<file path="src/rtl/alu_cmd_issuer.sv">
// Host-side command issuer for the FIFO/ALU pipeline: screens div-by-zero, throttles
// issue with an in-flight credit count, and tags returning results with their opcode.
module alu_cmd_issuer #(
  parameter int unsigned CREDITS   = 4,
  parameter int unsigned ISSUE_GAP = 1
) (
  input  logic       clk,
  input  logic       reset,
  input  logic       cmd_valid,
  output logic       cmd_ready,
  input  logic [1:0] cmd_op,
  input  logic [3:0] cmd_a,
  input  logic [3:0] cmd_b,
  output logic       cmd_err,
  output logic [9:0] data,
  output logic       valid,
  input  logic       res_valid,
  input  logic [8:0] result,
  output logic       rsp_valid,
  output logic [1:0] rsp_op,
  output logic [8:0] rsp_data,
  output logic [2:0] in_flight,
  output logic       err_spurious
);

  localparam int unsigned OP_W   = 2;
  localparam int unsigned WORD_W = 10;
  localparam int unsigned RES_W  = 9;
  localparam int unsigned CNT_W  = 3;
  // Tag storage spans the full pointer range; only CREDITS slots are ever used.
  localparam int unsigned DEPTH  = 8;

  typedef enum logic [1:0] {
    S_IDLE  = 2'd0,
    S_ISSUE = 2'd1,
    S_GAP   = 2'd2
  } state_t;

  state_t             state_q, state_d;
  logic [CNT_W-1:0]   gap_q, gap_d;
  logic [CNT_W-1:0]   in_flight_q, in_flight_d;
  logic [CNT_W-1:0]   wr_ptr_q, wr_ptr_d;
  logic [CNT_W-1:0]   rd_ptr_q, rd_ptr_d;
  logic [OP_W-1:0]    tags_q [DEPTH];
  logic [OP_W-1:0]    tags_d [DEPTH];
  logic [WORD_W-1:0]  data_q, data_d;
  logic               valid_q, valid_d;
  logic               cmd_err_q, cmd_err_d;
  logic               rsp_valid_q, rsp_valid_d;
  logic [OP_W-1:0]    rsp_op_q, rsp_op_d;
  logic [RES_W-1:0]   rsp_data_q, rsp_data_d;
  logic               err_spur_q, err_spur_d;
  logic               accept, div_zero, push, pop;

  function automatic logic [CNT_W-1:0] ptr_inc(input logic [CNT_W-1:0] p);
    return (p == CNT_W'(CREDITS - 1)) ? '0 : p + CNT_W'(1);
  endfunction

  // Next-state, handshake and tag FIFO control
  always_comb begin
    state_d     = state_q;
    gap_d       = gap_q;
    in_flight_d = in_flight_q;
    wr_ptr_d    = wr_ptr_q;
    rd_ptr_d    = rd_ptr_q;
    tags_d      = tags_q;
    data_d      = data_q;
    valid_d     = 1'b0;
    cmd_err_d   = 1'b0;
    rsp_valid_d = 1'b0;
    rsp_op_d    = rsp_op_q;
    rsp_data_d  = rsp_data_q;
    err_spur_d  = err_spur_q;

    cmd_ready = (state_q == S_IDLE) && (in_flight_q < CNT_W'(CREDITS));
    accept    = cmd_valid && cmd_ready;
    div_zero  = accept && (cmd_op == 2'd3) && (cmd_b == 4'd0);
    push      = accept && !div_zero;
    pop       = res_valid && (in_flight_q != '0);

    case (state_q)
      S_IDLE: begin
        if (push) state_d = S_ISSUE;
      end
      S_ISSUE: begin
        if (ISSUE_GAP != 0) begin
          state_d = S_GAP;
          gap_d   = CNT_W'(ISSUE_GAP);
        end else begin
          state_d = S_IDLE;
        end
      end
      S_GAP: begin
        gap_d = gap_q - CNT_W'(1);
        if (gap_q <= CNT_W'(1)) state_d = S_IDLE;
      end
      default: state_d = S_IDLE;
    endcase

    cmd_err_d = div_zero;
    if (push) begin
      data_d           = {cmd_op, cmd_b, cmd_a};
      valid_d          = 1'b1;
      tags_d[wr_ptr_q] = cmd_op;
      wr_ptr_d         = ptr_inc(wr_ptr_q);
    end

    // Push can never target the slot being popped: push needs a free credit.
    if (pop) begin
      rsp_valid_d = 1'b1;
      rsp_data_d  = result;
      rsp_op_d    = tags_q[rd_ptr_q];
      rd_ptr_d    = ptr_inc(rd_ptr_q);
    end

    if (res_valid && (in_flight_q == '0)) err_spur_d = 1'b1;

    case ({push, pop})
      2'b10:   in_flight_d = in_flight_q + CNT_W'(1);
      2'b01:   in_flight_d = in_flight_q - CNT_W'(1);
      default: in_flight_d = in_flight_q;
    endcase
  end

  always_ff @(posedge clk) begin
    if (reset) begin
      state_q     <= S_IDLE;
      gap_q       <= '0;
      in_flight_q <= '0;
      wr_ptr_q    <= '0;
      rd_ptr_q    <= '0;
      for (int unsigned i = 0; i < DEPTH; i++) tags_q[i] <= '0;
      data_q      <= '0;
      valid_q     <= 1'b0;
      cmd_err_q   <= 1'b0;
      rsp_valid_q <= 1'b0;
      rsp_op_q    <= '0;
      rsp_data_q  <= '0;
      err_spur_q  <= 1'b0;
    end else begin
      state_q     <= state_d;
      gap_q       <= gap_d;
      in_flight_q <= in_flight_d;
      wr_ptr_q    <= wr_ptr_d;
      rd_ptr_q    <= rd_ptr_d;
      tags_q      <= tags_d;
      data_q      <= data_d;
      valid_q     <= valid_d;
      cmd_err_q   <= cmd_err_d;
      rsp_valid_q <= rsp_valid_d;
      rsp_op_q    <= rsp_op_d;
      rsp_data_q  <= rsp_data_d;
      err_spur_q  <= err_spur_d;
    end
  end

  assign data         = data_q;
  assign valid        = valid_q;
  assign cmd_err      = cmd_err_q;
  assign rsp_valid    = rsp_valid_q;
  assign rsp_op       = rsp_op_q;
  assign rsp_data     = rsp_data_q;
  assign in_flight    = in_flight_q;
  assign err_spurious = err_spur_q;

endmodule

</file>
<file path="config.mk">
export PLATFORM = sky130hd
export DESIGN_NAME = alu_cmd_issuer
export DESIGN_NICKNAME = d
export VERILOG_FILES = /design/src/rtl/alu_cmd_issuer.sv
export SDC_FILE = /design/constraint.sdc
export NUM_CORES = 1
export LEC_CHECK = 0
export BUFFER_PORTS_ARGS = -buffer_cell sky130_fd_sc_hd__buf_4
export CORE_AREA = 4 4 96 75
export DETAILED_ROUTE_END_ITERATION = 10
export DIE_AREA = 0 0 100 79
export GPL_TIMING_DRIVEN = 0
export SYNTH_ARGS = -nofsm -noshare
export SYNTH_HDL_FRONTEND = slang
export SYNTH_SLANG_ARGS = --single-unit
</file>
<file path="constraint.sdc">
create_clock -name clk -period 3.2 [get_ports clk]
set_clock_uncertainty 0.05 [all_clocks]
set_input_delay 0.32 -clock clk [delete_from_list [all_inputs] [get_ports clk]]
set_output_delay 0.32 -clock clk [all_outputs]
set_load 0.01 [all_outputs]
</file>
==> summary.txt <==
Status
  – Outcome: complete, no violations

Die
  – IO Pins: 52
  – # rows: 25
  – Core Footprint: 6220 um^2
  – DIE AREA: 7900 um^2
  – Chip height: 79 um
  – Die X: 100 um
  – Initial Utilization: 39.3%

Place
  – DP Area: a little under 3000 um^2
  – Placed wire-length estimate: 4250 um
  – Placed cell count: between 300 and 400
  – Port bufs: 51
  – Final GP Congestion: 0.740
  – Setup WS pre-CTS: 238 ps

Power and ir drop
  – Peak supply drop: 258 uV
  – Pwr Density: 739 nW/um^2
  – Pint: 1.43 mW
  – Pleak: 1.24 nW
  – Sequential share of power: 40.4%
  – Switch Pwr: 0.821 mW
  – Total power: 2.25 mW
  – Sw frac: 36.5%
  – Clock network power share: 21.2%
  – Logic gate share of total power: 38.4%

Global route
  – Gr ovfl total: 0
  – First-pass GRT wire length: 9400 um
  – Total GRT Usage: 14.8%
  – Initial antenna violation count: 0
  – Largest net degree at the start of global routing: 19
  – Vias in the first global route: roughly 1.9k

Timing
  – Setup ws final: 453 ps
  – Final Max Slew Viols: 0
  – Post-route setup TNS: 0 ps
  – Final cycle utilization of the critical path: a little under nine tenths
  – Worst-margin pin slew: 742 ps
  – Fin Hold WS: 183 ps
  – # setup viols final: 0
  – Minimum clock period: 2750 ps
  – Max-slew headroom: roughly 50%
  – Fin. Hold Viols: 0
  – Fmax: 0.364 GHz
  – RSZ-0062 raised after global routing: false

CTS
  – Max clock buf depth: 2
  – Postcts setup bufs: 0
  – Clk Tree Root Cell: clkbuf_8
  – Worst-path clk slew: approximately 110 ps
  – Clk_lat worst skew: 310 ps
  – Resized cells post-CTS: 0
  – CTS sink cnt: 55
  – Hold-fix buffers, CTS: 0
  – H-Tree Depth: 2
  – CTS tree: built
  – TritonCTS Buffers: 5

Cells and area
  – Nets: 351
  – Layout Cells excl Fill: 400
  – Share of layout cells above drive strength 1: about a quarter
  – Layout Area Growth over Synthesis: 24.5%
  – Final core occ: 48.9%
  – Design area: 3040 um^2
  – N_diodes: 0

Setup path
  – CP max stage cell: a21oi_2
  – Crit path DAT: 2950 ps
  – Worst-case reg-to-reg path depth: 12
  – Worst Setup End Kind: flop
  – Worst-path cell chain: inv_1, ha_1, nand3b_4, a21oi_2, inv_2, buf_4, ha_1, inv_1, fa_1, xor2_1, or3_1, a21oi_1
  – CP max stage delay: 430 ps
  – Reg2reg setup slack: between 400 and 500 ps
  – WP data required: 3400 ps
  – Crit path max fanout: 10
  – Crit Path Class: reg2reg
  – Critical path launch point type: flop

Synth
  – Synthesized area per cell: 9.40 um^2
  – Register bit total from synthesis: 55
  – Synth cell count leaders: 55 x dfxtp_1, 38 x nand2_1, 33 x nor2_1, 26 x a21oi_1, 20 x mux2i_1
  – Register area share after synthesis: 45.0%
  – Synth Instances: 260
  – Dominant cell by count in the synthesized netlist: dfxtp_1
  – Primary FF master, synth: dfxtp_1
  – Synth area leaders: dfxtp_1 45%, mux2i_1 8.2%, nand2_1 5.8%
  – Post-synth top area share: between 40% and 50%
  – Number of synthesized flops with an enable pin: 0
  – Synth unique cells: 38
  – Async S/R FF share, synth: 0%
  – Ys Warns: 0
  – Post-synth top area cell: dfxtp_1
  – Cell area after synthesis: roughly 2400 um^2
  – Mapped Nets: 293

Detailed routing
  – Vias/cell: between 4 and 5
  – Post-DR wirelength/cell: 14.1 um
  – DRT iter0 DRCs: 42
  – Via count: 1981
  – DR pass1 iterations: 4
  – Final wirelength: 5620 um
  – ANT nets after route: 0
  – DRC errors left: 0

Worst hold path
  – Min-Delay Path Depth: 3
  – Worst hold path type: in2reg

Flow run
  – Max-Cap Viols: 0
[per-layer routing]
layer,global-route usage [%],routed length [um]
met1,22.5,2960
met2,20.4,2230
met3,3.86,379
met4,4.04,57
met5,0,0
[critical path, delay by kind of cell, from the launching register on]
family | cells | cell delay, ps
AOI/OAI and AO/OA | 2 | 560
xor gates and xnor gates | 1 | 70
adders and majority gates | 3 | 670
buffers and inverters | 4 | 520
DFF | 1 | 340
and+or+nand+nor | 2 | 470
[final timing paths]
kind | from | endpoint
worst min-delay path | res_valid | err_spurious
worst max register to register | state_q[0] | in_flight[2]
worst min register to register | rsp_data[2] | rsp_data[2]
worst max-delay path | state_q[0] | in_flight[2]
[area by class of cell]
class	instances	area (um^2)
fillers	632	3180
multi-input cells	181	1240
flip-flops and latches	55	1100
repair buffers	51	383
well taps	81	101
clock buffers	5	68.8
plain buffers	13	58.8
clock inverters	3	46.3
inverters	11	41.3
[state kept, by name, summed over array words and instances, names as in the netlist]
signal        flops
tags_q           16
data             10
rsp_data          9
gap_q             3
in_flight         3
rd_ptr_q          3
wr_ptr_q          3
rsp_op            2
state_q           2
cmd_err           1
err_spurious      1
rsp_valid         1
valid             1
[power by group through the flow]
| stage | registers, mW | clock network, mW | logic [mW] |
|---|---|---|---|
| 3_5_place_dp | 0.926 | 0 | 0.872 |
| 6_report | 0.910 | 0.477 | 0.864 |
| 5_1_grt | 0.929 | 0.523 | 0.966 |
| 4_1_cts | 0.909 | 0.488 | 0.874 |
| 3_3_place_gp | 0.922 | 0 | 0.853 |
| 2_1_floorplan | 0.945 | 0 | 0.534 |
[logic make-up (layout without fill, tap and decap cells)]
group           Yosys count  after routing  synth area share [%]
flops                    55             55                  45.0
mux                      24             24                  11.9
buf+inv                  24             83                  4.09
compound gates           46             46                  13.3
simple gates             99             99                  19.6
xor+xnor                  2              2                 0.717
fa+ha+maj                10             10                  5.42
[layout by cell type, fill, tap and decap left out, types with 4 or more instances in the layout]
cell type and count:
a21oi_1 26, buf_4 53, clkbuf_1 9, clkbuf_8 5, dfxtp_1 55, ha_1 9
inv_1 10, mux2i_1 20, mux4_2 4, nand2_1 38, nand2b_1 9, nor2_1 33
nor2b_1 4
Note: power is estimated with default switching activity, not from simulation.
